[src/rtl/fan_ctrl_pkg.sv]
// Shared types for the thermostatic fan controller: state encoding and a
// helper that tells whether a state has the fan spinning.
package fan_ctrl_pkg;

    localparam int STATE_W = 2;

    typedef enum logic [STATE_W-1:0] {
        ST_OFF   = 2'd0,
        ST_WAIT  = 2'd1,
        ST_ON    = 2'd2,
        ST_BOOST = 2'd3
    } fan_state_t;

    function automatic logic is_running(input fan_state_t s);
        return (s == ST_ON) || (s == ST_BOOST);
    endfunction

endpackage

[src/rtl/fan_pwm_gen.sv]
// Free-running PWM counter and registered fan drive: solid high in BOOST,
// DUTY_ON high cycles per period in ON, low otherwise.
module fan_pwm_gen #(
    parameter int PWM_W   = 8,
    parameter int DUTY_ON = 128
) (
    input  logic clk,
    input  logic rst,
    input  logic on,
    input  logic boost,
    output logic fan_pwm
);

    if (!(DUTY_ON >= 1 && DUTY_ON < (1 << PWM_W))) begin : g_bad_duty
        $error("fan_pwm_gen: DUTY_ON must satisfy 1 <= DUTY_ON < 2**PWM_W");
    end

    localparam logic [PWM_W-1:0] DUTY = PWM_W'(DUTY_ON);

    logic [PWM_W-1:0] pwm_cnt;

    always_ff @(posedge clk) begin
        if (rst) begin
            pwm_cnt <= '0;
            fan_pwm <= 1'b0;
        end else begin
            pwm_cnt <= pwm_cnt + PWM_W'(1);
            fan_pwm <= boost | (on & (pwm_cnt < DUTY));
        end
    end

endmodule

[src/rtl/fan_pwm_controller.sv]
// Four-level thermostatic fan FSM with hysteresis; downward moves out of
// ON/BOOST wait for a minimum-dwell counter, upward moves never wait.
module fan_pwm_controller
    import fan_ctrl_pkg::*;
#(
    parameter int TEMP_W    = 8,
    parameter int T_OFF     = 24,
    parameter int T_ON      = 26,
    parameter int T_BOOST   = 30,
    parameter int PWM_W     = 8,
    parameter int DUTY_ON   = 128,
    parameter int DWELL_W   = 16,
    parameter int MIN_DWELL = 1000
) (
    input  logic              clk,
    input  logic              rst,
    input  logic [TEMP_W-1:0] temp,
    input  logic              temp_valid,
    output logic              fan_enable,
    output logic              fan_pwm,
    output logic [1:0]        fan_state,
    output logic              dwell_busy
);

    if (!(T_OFF < T_ON && T_ON <= T_BOOST)) begin : g_bad_thresholds
        $error("fan_pwm_controller: thresholds must satisfy T_OFF < T_ON <= T_BOOST");
    end
    if (!(MIN_DWELL >= 1 && MIN_DWELL <= (1 << DWELL_W))) begin : g_bad_dwell
        $error("fan_pwm_controller: MIN_DWELL must satisfy 1 <= MIN_DWELL <= 2**DWELL_W");
    end

    localparam logic [DWELL_W-1:0] DWELL_LOAD = DWELL_W'(MIN_DWELL - 1);
    localparam logic [TEMP_W-1:0]  LVL_OFF    = TEMP_W'(T_OFF);
    localparam logic [TEMP_W-1:0]  LVL_ON     = TEMP_W'(T_ON);
    localparam logic [TEMP_W-1:0]  LVL_BOOST  = TEMP_W'(T_BOOST);

    fan_state_t         state, state_next, target;
    logic [DWELL_W-1:0] dwell_cnt, dwell_next;
    logic               pwm_on, pwm_boost;

    always_comb begin
        target = ST_OFF;
        if (temp >= LVL_BOOST)    target = ST_BOOST;
        else if (temp >= LVL_ON)  target = ST_ON;
        else if (temp >= LVL_OFF) target = ST_WAIT;
    end

    // A blocked downward request is simply dropped; the next sample decides anew.
    always_comb begin
        state_next = state;
        if (temp_valid) begin
            if (!is_running(state))
                state_next = target;
            else if (target > state)
                state_next = target;
            else if (target < state && !dwell_busy)
                state_next = target;
        end
    end

    // Reload on every entry into a running state, including BOOST -> ON.
    always_comb begin
        dwell_next = '0;
        if (is_running(state_next)) begin
            if (state_next != state)
                dwell_next = DWELL_LOAD;
            else if (dwell_cnt != '0)
                dwell_next = dwell_cnt - DWELL_W'(1);
        end
    end

    always_ff @(posedge clk) begin
        if (rst) begin
            state     <= ST_OFF;
            dwell_cnt <= '0;
        end else begin
            state     <= state_next;
            dwell_cnt <= dwell_next;
        end
    end

    assign fan_state  = state;
    assign fan_enable = is_running(state);
    assign dwell_busy = is_running(state) && (dwell_cnt != '0);
    assign pwm_on     = (state == ST_ON);
    assign pwm_boost  = (state == ST_BOOST);

    fan_pwm_gen #(
        .PWM_W   (PWM_W),
        .DUTY_ON (DUTY_ON)
    ) u_pwm_gen (
        .clk     (clk),
        .rst     (rst),
        .on      (pwm_on),
        .boost   (pwm_boost),
        .fan_pwm (fan_pwm)
    );

endmodule

[config.mk]
export PLATFORM = sky130hd
export DESIGN_NAME = fan_pwm_controller
export DESIGN_NICKNAME = d
export VERILOG_FILES = /design/src/rtl/fan_ctrl_pkg.sv /design/src/rtl/fan_pwm_gen.sv /design/src/rtl/fan_pwm_controller.sv
export SDC_FILE = /design/constraint.sdc
export NUM_CORES = 1
export LEC_CHECK = 0
export CORE_AREA = 3 3 53 55
export CTS_CLUSTER_SIZE = 10
export DETAILED_ROUTE_END_ITERATION = 7
export DIE_AREA = 0 0 56 58
export PLACE_DENSITY_LB_ADDON = 0.12
export SYNTH_ARGS = -nofsm -noshare
export SYNTH_HDL_FRONTEND = slang
export SYNTH_HIERARCHICAL = 1
export SYNTH_SLANG_ARGS = --single-unit
[constraint.sdc]
create_clock -name clk -period 7.2 [get_ports clk]
set_input_delay 1.44 -clock clk [delete_from_list [all_inputs] [get_ports clk]]
set_output_delay 1.44 -clock clk [all_outputs]
set_load 0.01 [all_outputs]
==> run summary, run 1 <==
FMAX -> 0.255 GHz
Worst Tran Pin Value -> 691 ps
Power Density -> 245 nW/µm²
Routed Antenna Nets -> 0
Synth top area share -> 39.8%
full die area -> 3250 µm²
CTS clk-pin slew, worst paths -> 150 ps
Sink Count -> 27
Worst EP required -> 7460 ps
initial antenna violation count -> 0
Met2 Wirelength -> 1.20 mm
run status -> complete, no violations
grt ovf -> 0
Post-Synthesis Cells -> 154
Clock Tree Buf Depth -> 2
final-report setup violation count -> 0
Setup crit start kind -> primary input
initial drt markers -> 24
Peak VDD IR -> 167 µV
setup TNS -> 0 ps
critical path fanouts, max -> 8
Die W -> 56 µm
Avg Inst Size Synth -> 8.82 µm²
asr flop ratio synth -> 0%
Design Power -> 0.000383 W
ANT cells -> 0
routed wl met3 -> 103 µm
Root Buffer Master -> clkbuf_4
crit path capture type -> register
Final Skew -> 7.99 ps
Setup WS pre-CTS -> 2920 ps
RSZ-0062 raised after global routing -> false
GRT Util Overall -> 18.1%
Remaining DRCs -> 0
Die Ht -> 58 µm
largest net degree at the start of global routing -> 18
hpwl dp -> 1.86 mm
row count -> 18
post-synth design cell area -> 1360 µm²
relative slew slack -> 53.5%
type of the worst setup path -> primary input to register
clk_lat worst skew -> 320 ps
post-synth net total -> 169
leakage -> 0.562 nW
most common cell in the netlist -> dfxtp_1
CP arrival -> 4190 ps
fillers -> 237
H-tree depth -> 1
Hold WS -> 486 ps
area leader, netlist -> dfxtp_1
CTS Buf Count -> 3
highest metal used -> met4
Area Growth Syn to Fin -> 14.8%
share of layout cells above drive strength 1 -> 7.65%
max-slew violations -> 0
Routed WL -> 2.46 mm
first drt pass iteration count -> 4
Hold Path Stages -> 1
RD Place Congestion -> 0.951
endpoints failing hold -> 0
TritonCTS clock tree -> yes
most instantiated cells after synthesis -> dfxtp_1 (27), nor2_1 (19), xnor2_1 (14), o21ai_0 (13), nand2_1 (8)
number of global-route vias before repair -> 1075
post-synthesis sequential area ratio -> 39.8%
Synth area leaders -> dfxtp_1 (40%), xnor2_1 (9.0%), nor2_1 (5.2%), o21ai_0 (4.8%), ha_1 (3.7%)
Setup WS post-layout -> 3270 ps
Post-layout nets -> 186
Worst Hold Class -> register to register
min Tclk post-route -> 3930 ps
Hold Buf Count CTS -> 0
I/O pins -> 16
Post-synth EDFFs -> 0
Netlist cell types -> 38
top_reg_cell synth -> dfxtp_1
M1 wire length -> 1.14 mm
Reg2Reg Depth -> 7
post-CTS setup buffer count -> 0
max-cap check violation count -> 0
Routed wire per std cell -> 12.3 µm
Final Cycle Share -> 54.5%
global-route wire length before repair -> 4.71 mm
#FFs+latches synth -> 27
Yosys Warn Count -> 6
Initial Utilization -> 55.9%
core area -> 2430 µm²
Vias/cell -> 5.56
post_cts resized -> 0
I/O Buffers -> 14
via count -> 1111
[critical path, stage by stage]
cell,delay (ps)
clkdlybuf4s50_1,390
or3_1,430
a31oi_1,290
inv_1,80
ha_1,290
a21o_1,170
or4_4,440
a2111o_1,540
o21ai_0,110
[cell usage in the layout, fill, tap and decap left out, types with 4 or more instances in the layout]
master and instances:
nor4_1 4, nor2b_1 4, nor2_1 19, xnor2_1 14
nor3_1 5, dfxtp_1 27, inv_1 7, ha_1 4
or3_1 5, xor2_1 4, nand2_1 8, nor3b_1 5
a21oi_1 7, o21ai_0 13, clkdlybuf4s50_1 14
[worst paths after layout]
kind	start	end	slack, ps
max	temp[7]	dwell_cnt[0]$_SDFF_PP0_	3270
min	u_pwm_gen/pwm_cnt[0]$_SDFF_PP0_	u_pwm_gen/pwm_cnt[0]$_SDFF_PP0_	490
max reg2reg	dwell_cnt[0]$_SDFF_PP0_	dwell_cnt[0]$_SDFF_PP0_	4820
min reg2reg	u_pwm_gen/pwm_cnt[0]$_SDFF_PP0_	u_pwm_gen/pwm_cnt[0]$_SDFF_PP0_	490
[flip-flops by register name, summed over array words and instances (netlist names)]
register,count
fan_state,2
dwell_cnt,16
u_pwm_gen/pwm_cnt,8
u_pwm_gen/fan_pwm,1
[per-layer routing]
metal / vias up / global-route usage (%)
met5: - / 0
met1: 519 / 21.5
met4: 0 / 6.10
met2: 16 / 31.6
li1: 574 / -
met3: 2 / 5.12
[logic make-up (layout without fill, tap and decap cells)]
kind of cell	after synthesis	in the layout	synth area share (%)
mux	1	1	0.829
fa+ha+maj	4	4	3.68
xor+xnor	18	18	11.6
buf+inv	9	25	2.49
compound gates	29	29	13.2
flops	27	27	39.8
simple gates	66	66	28.5
[through the flow]
step / utilization (%) / area, µm² / std cells
final: 64.1 / 1560 / 200
after global routing: 64.1 / 1560 / 200
after CTS: 64.1 / 1560 / 200
after detailed placement: 62.9 / 1530 / 196
after global placement: 62.9 / 1530 / 196
after floorplan: - / 1360 / 154
[final cells by class]
type                    count  area (µm²)  area share [%]
repair buffers             14         140            8.98
inverters                   7        26.3            1.68
multi-input cells         118         785            50.3
flip-flops and latches     27         541            34.6
clock inverters             1        8.76           0.561
well taps                  30        37.5            2.41
clock buffers               3        22.5            1.44
[power breakdown]
part | switching, W | internal, W
registers | 0.0000229 | 0.000168
clock network | 0.0000450 | 0.0000226
logic | 0.0000604 | 0.0000635
total | 0.000128 | 0.000255
Note: power is estimated with default switching activity, not from simulation.
==> run 2: changes to the inputs <==
--- a/config.mk
+++ b/config.mk
@@ -5,10 +5,10 @@
 export SDC_FILE = /design/constraint.sdc
 export NUM_CORES = 1
 export LEC_CHECK = 0
-export CORE_AREA = 3 3 53 55
+export CORE_AREA = 3 3 55 57
 export CTS_CLUSTER_SIZE = 10
 export DETAILED_ROUTE_END_ITERATION = 7
-export DIE_AREA = 0 0 56 58
+export DIE_AREA = 0 0 58 60
 export PLACE_DENSITY_LB_ADDON = 0.12
 export SYNTH_ARGS = -nofsm -noshare
 export SYNTH_HDL_FRONTEND = slang
==> constraint.sdc (replaced) <==
create_clock -name clk -period 3.8 [get_ports clk]
set_input_delay 0.76 -clock clk [delete_from_list [all_inputs] [get_ports clk]]
set_output_delay 0.76 -clock clk [all_outputs]
set_load 0.01 [all_outputs]
==> run summary, run 2 (same netlist as run 1, synthesis figures left out) <==
Worst R2R Setup Slack -> 1390 ps (-3430 ps)
Remaining DRCs -> 0 (unchanged)
I/O pins -> 16 (unchanged)
hpwl dp -> 1.88 mm (+0.94%)
Post-layout nets -> 186 (unchanged)
Logic pwr share -> 32.7% (+0.3 points)
Worst Hold Class -> register to register
first drt pass iteration count -> 4 (unchanged)
CTS Buf Count -> 3 (unchanged)
Final Skew -> 17.5 ps (+9.49 ps)
Root Buffer Master -> clkbuf_4
Hold Path Stages -> 1 (unchanged)
max-slew violations -> 0 (unchanged)
relative slew slack -> 53.1% (-0.34 points)
Design Power -> 0.000717 W (+87%)
post-CTS setup buffer count -> 0 (unchanged)
Vias/cell -> 5.62 (+1.1%)
final-report setup violation count -> 0 (unchanged)
leakage -> 0.558 nW (-0.60%)
Reg2Reg Depth -> 7 (unchanged)
crit path capture type -> register
run status -> complete, no violations
TritonCTS clock tree -> yes
share of layout cells above drive strength 1 -> 7.06% (-0.59 points)
clk_lat worst skew -> 310 ps (about the same)
start of the worst register-to-register path -> dwell_cnt[0]$_SDFF_PP0_
Hold Buf Count CTS -> 0 (unchanged)
largest net degree at the start of global routing -> 15 (-3)
setup TNS -> 0 ps (unchanged)
CTS clk-pin slew, worst paths -> 130 ps (-20 ps)
number of global-route vias before repair -> 1058 (-1.6%)
R2R Path End -> dwell_cnt[8]$_SDFF_PP0_
Final Cycle Share -> 86.0%
via count -> 1123 (+1.1%)
Routed Antenna Nets -> 0 (unchanged)
global-route wire length before repair -> 4.46 mm (-5.1%)
switching pwr -> 0.000236 W (+84%)
full die area -> 3480 µm² (+7.1%)
core area -> 2520 µm² (+3.7%)
Sink Count -> 27 (unchanged)
row count -> 18 (unchanged)
post_cts resized -> 0 (unchanged)
ANT cells -> 0 (unchanged)
Worst EP required -> 4030 ps (-3430 ps)
initial drt markers -> 21 (-13%)
max reg flops -> 16 (unchanged)
max-cap check violation count -> 0 (unchanged)
worst hold endpoint -> u_pwm_gen/pwm_cnt[0]$_SDFF_PP0_
grt ovf -> 0 (unchanged)
Worst Min Path Start -> u_pwm_gen/pwm_cnt[0]$_SDFF_PP0_
most common cell after layout, fill and taps aside -> dfxtp_1
Peak VDD IR -> 294 µV (+76%)
critical path fanouts, max -> 8 (unchanged)
Routed wire per std cell -> 12.4 µm (+0.89%)
I/O Buffers -> 14 (unchanged)
min Tclk post-route -> 3270 ps
Hold WS -> 485 ps (-1.73 ps)
RD Place Congestion -> 0.793 (-17%)
Routed WL -> 2.49 mm (+0.89%)
CP arrival -> 3500 ps (-690 ps)
Die W -> 58 µm (+3.6%)
clock power share -> 16.5% (-1.2 points)
Setup WS pre-CTS -> 204 ps (-2720 ps)
Power Density -> 461 nW/µm² (+88%)
Reg power frac -> 50.8% (+0.8 points)
commonest non-fill, non-tap cells in the layout -> dfxtp_1 (27), nor2_1 (19), xnor2_1 (14), clkdlybuf4s50_1 (14), o21ai_0 (13)
Setup WS post-layout -> 531 ps (-2740 ps)
RSZ-0062 raised after global routing -> false
Setup crit start kind -> primary input
internal power -> 0.000480 W (+89%)
type of the worst setup path -> primary input to register
H-tree depth -> 1 (unchanged)
Area Growth Syn to Fin -> 14.5%
initial antenna violation count -> 0 (unchanged)
Initial Utilization -> 53.9% (-2.0 points)
Reg with most FFs -> dwell_cnt
Switching Share -> 33.0% (-0.55 points)
GRT Util Overall -> 16.2% (-1.9 points)
Die Ht -> 60 µm (+3.4%)
FMAX -> 0.306 GHz
Worst Tran Pin Value -> 696 ps (+5.01 ps)
endpoints failing hold -> 0 (unchanged)
Clock Tree Buf Depth -> 2 (unchanged)
-- run 2: final cells by class --
| type | instances | area, µm² |
|---|---|---|
| timing repair buffer | 14 | 140 |
| inverter | 7 | 26.3 |
| sequential | 27 | 541 |
| tap | 30 | 37.5 |
| fill | 237 | 967 |
| multi-input combinational | 118 | 785 |
| clock buffer | 4 | 26.3 |
-- run 2: metrics by stage --
step | util, % | instance area, µm² | instances
after floorplan | - | 1360 | 154
after global placement | 60.6 | 1530 | 196
after detailed placement | 60.6 | 1530 | 196
after CTS | 61.7 | 1560 | 200
after global routing | 61.7 | 1560 | 200
final | 61.7 | 1560 | 200
-- run 2: layer usage --
layer	routed length (µm)	GRT usage, %
met2	1110	26.3
met3	66	3.24
met1	1280	21.8
met5	0	0
met4	23	4.97
-- run 2: worst max path at each step --
stage               startpoint                      end  cells past startpoint
floorplan              temp[7]  fan_state[0]$_SDFF_PP0_                      8
global placement       temp[7]  dwell_cnt[2]$_SDFF_PP0_                      9
detailed placement     temp[7]  dwell_cnt[0]$_SDFF_PP0_                      9
CTS                    temp[7]  dwell_cnt[1]$_SDFF_PP0_                      9
global route           temp[7]  dwell_cnt[1]$_SDFF_PP0_                      9
finish                 temp[7]  dwell_cnt[8]$_SDFF_PP0_                      9
-- run 2: power by group through the flow --
stage	combinational, W	sequential (W)	clock [W]
floorplan	0.000180	0.000363	0
global placement	0.000226	0.000368	0
detailed placement	0.000233	0.000369	0
CTS	0.000235	0.000363	0.000126
global route	0.000263	0.000371	0.000138
finish	0.000234	0.000364	0.000118
-- run 2: worst max-delay path, cell delays in order --
cell,delay (ps)
clkdlybuf4s50_1,390
or3_1,430
a31oi_1,290
inv_1,80
ha_1,300
a21o_1,180
or4_4,440
a2111o_1,530
o21ai_0,110
==> run 3: changes to the inputs <==
--- a/config.mk
+++ b/config.mk
@@ -5,11 +5,12 @@
 export SDC_FILE = /design/constraint.sdc
 export NUM_CORES = 1
 export LEC_CHECK = 0
+export ABC_AREA = 0
 export CORE_AREA = 3 3 55 57
 export CTS_CLUSTER_SIZE = 10
 export DETAILED_ROUTE_END_ITERATION = 7
 export DIE_AREA = 0 0 58 60
-export PLACE_DENSITY_LB_ADDON = 0.12
+export PLACE_DENSITY = 0.79
 export SYNTH_ARGS = -nofsm -noshare
 export SYNTH_HDL_FRONTEND = slang
 export SYNTH_HIERARCHICAL = 1
==> run summary, run 3 (same netlist as run 1, synthesis figures left out) <==
Cell Area, Placed -> 1530 µm² (unchanged)
TritonCTS clock tree -> yes
max-slew violations -> 0 (unchanged)
critical path's largest stage delay -> 530 ps (about the same)
initial antenna violation count -> 0 (unchanged)
Reg area -> 541 µm² (unchanged)
R2R Path End -> dwell_cnt[5]$_SDFF_PP0_
Final Skew -> 7.06 ps (-10.4 ps)
FMAX -> 0.304 GHz (-0.68%)
Die W -> 58 µm (unchanged)
grt ovf -> 0 (unchanged)
worst hold endpoint -> u_pwm_gen/pwm_cnt[0]$_SDFF_PP0_
Routed WL -> 2.47 mm (-0.76%)
first drt pass iteration count -> 4 (unchanged)
run status -> complete, no violations
Multi-input gate area -> 785 µm² (unchanged)
clock power share -> 16.6% (about the same)
start of the worst register-to-register path -> dwell_cnt[0]$_SDFF_PP0_
leakage -> 0.561 nW (+0.49%)
largest net degree at the start of global routing -> 16 (+1)
type of the worst setup path -> primary input to register
Placed Cells -> 196 (unchanged)
ANT cells -> 0 (unchanged)
Root Buffer Master -> clkbuf_4
commonest non-fill, non-tap cells in the layout -> dfxtp_1 (27), nor2_1 (19), xnor2_1 (14), clkdlybuf4s50_1 (14), o21ai_0 (13)
Initial Utilization -> 53.9% (unchanged)
Remaining DRCs -> 0 (unchanged)
CTS clk-pin slew, worst paths -> 130 ps (about the same)
min Tclk post-route -> 3290 ps (+22.3 ps)
GRT Util Overall -> 16.8% (+0.54 points)
Reg2Reg Depth -> 7 (unchanged)
critical path's slowest cell -> a2111o_1
Hold Buf Count CTS -> 0 (unchanged)
number of global-route vias before repair -> 1095 (+3.5%)
global-route wire length before repair -> 4.68 mm (+4.8%)
max reg flops -> 16 (unchanged)
CP arrival -> 3530 ps (+30 ps)
Routed wire per std cell -> 12.3 µm (-0.76%)
critical path fanouts, max -> 8 (unchanged)
core area -> 2520 µm² (unchanged)
internal power -> 0.000478 W (-0.42%)
setup TNS -> 0 ps (unchanged)
hpwl dp -> 1.85 mm (-1.3%)
Worst Hold Class -> register to register
relative slew slack -> 53.9% (+0.73 points)
RD Place Congestion -> 0.783 (-1.3%)
switching pwr -> 0.000237 W (+0.42%)
Setup WS pre-CTS -> 167 ps (-37.1 ps)
initial drt markers -> 18 (-14%)
delay-heaviest family, CP -> compound AO/OA/AOI/OAI gates
Sink Count -> 27 (unchanged)
most common cell after layout, fill and taps aside -> dfxtp_1
final-report setup violation count -> 0 (unchanged)
full die area -> 3480 µm² (unchanged)
Worst Tran Pin Value -> 685 ps (-10.9 ps)
Setup WS post-layout -> 508 ps (-22.3 ps)
crit path capture type -> register
fillers -> 214 (-9.7%)
endpoints failing hold -> 0 (unchanged)
Finished Cell Area -> 1560 µm² (about the same)
RSZ-0062 raised after global routing -> false
Switching Share -> 33.2% (+0.19 points)
I/O Buffers -> 14 (unchanged)
Logic pwr share -> 32.7% (about the same)
Die Ht -> 60 µm (unchanged)
share of layout cells above drive strength 1 -> 7.65% (+0.59 points)
post-CTS setup buffer count -> 0 (unchanged)
Design Power -> 0.000716 W (-0.14%)
post_cts resized -> 0 (unchanged)
Vias/cell -> 5.56 (-0.98%)
Area Growth Syn to Fin -> 14.5% (about the same)
H-tree depth -> 1 (unchanged)
Reg power frac -> 50.7% (about the same)
Hold Path Stages -> 1 (unchanged)
crit path cell chain -> clkdlybuf4s50_1 -> or3_1 -> a31oi_1 -> inv_1 -> ha_1 -> a21o_1 -> or4_4 -> a2111o_1 -> o21ai_0
Reg with most FFs -> dwell_cnt
Worst EP required -> 4040 ps (about the same)
CTS Buf Count -> 3 (unchanged)
Setup crit start kind -> primary input
Post-layout nets -> 186 (unchanged)
max-cap check violation count -> 0 (unchanged)
Routed Antenna Nets -> 0 (unchanged)
Clock Tree Buf Depth -> 2 (unchanged)
Power Density -> 460 nW/µm² (-0.22%)
Worst Min Path Start -> u_pwm_gen/pwm_cnt[0]$_SDFF_PP0_
crit path launch -> temp[7]
clk_lat worst skew -> 310 ps (about the same)
via count -> 1112 (-0.98%)
I/O pins -> 16 (unchanged)
Final Cycle Share -> 86.6% (+0.59 points)
crit path buf inv count -> 2 (unchanged)
final instance count without filler cells -> 200 (unchanged)
row count -> 18 (unchanged)
Worst R2R Setup Slack -> 1420 ps (+30 ps)
Peak VDD IR -> 366 µV (+24%)
## run 3: worst max-delay path by stage
| stage | end | slack [ps] | cells past startpoint |
|---|---|---|---|
| 4_1_cts | dwell_cnt[5]$_SDFF_PP0_ | 500 | 9 |
| 3_3_place_gp | fan_state[0]$_SDFF_PP0_ | 220 | 9 |
| 6_report | dwell_cnt[5]$_SDFF_PP0_ | 510 | 9 |
| 5_1_grt | fan_state[0]$_SDFF_PP0_ | 300 | 9 |
| 3_5_place_dp | dwell_cnt[5]$_SDFF_PP0_ | 170 | 9 |
| 2_1_floorplan | fan_state[0]$_SDFF_PP0_ | 830 | 8 |
## run 3: power groups by stage
stage / Clock [W] / Combinational, W / Sequential [W]
CTS: 0.000124 / 0.000235 / 0.000363
global route: 0.000135 / 0.000267 / 0.000370
floorplan: 0 / 0.000180 / 0.000363
finish: 0.000118 / 0.000234 / 0.000363
detailed placement: 0 / 0.000233 / 0.000369
global placement: 0 / 0.000225 / 0.000366
## run 3: area by class of cell
class,instances,share of cell area [%]
multi-input combinational,118,50.4
sequential,27,34.7
timing repair buffer,14,9.00
tap,30,2.41
inverter,7,1.69
clock buffer,3,1.45
clock inverter,1,0.322
## run 3: metal layers
metal | share of wire (%) | wire length [µm] | up-vias | track usage (%)
li1 | - | - | 576 | -
met1 | 49 | 1220 | 519 | 21.8
met2 | 46 | 1150 | 15 | 28.9
met3 | 3.4 | 83 | 2 | 3.02
met4 | 0.61 | 15 | 0 | 3.97
met5 | 0 | 0 | - | 0
## run 3: per-stage QoR
| step | utilization, % | hold WS [ps] |
|---|---|---|
| global placement | 60.6 | 440 |
| finish | 61.7 | 476 |
| floorplan | - | 429 |
| global route | 61.7 | 520 |
| CTS | 61.7 | 487 |
| detailed placement | 60.6 | 453 |
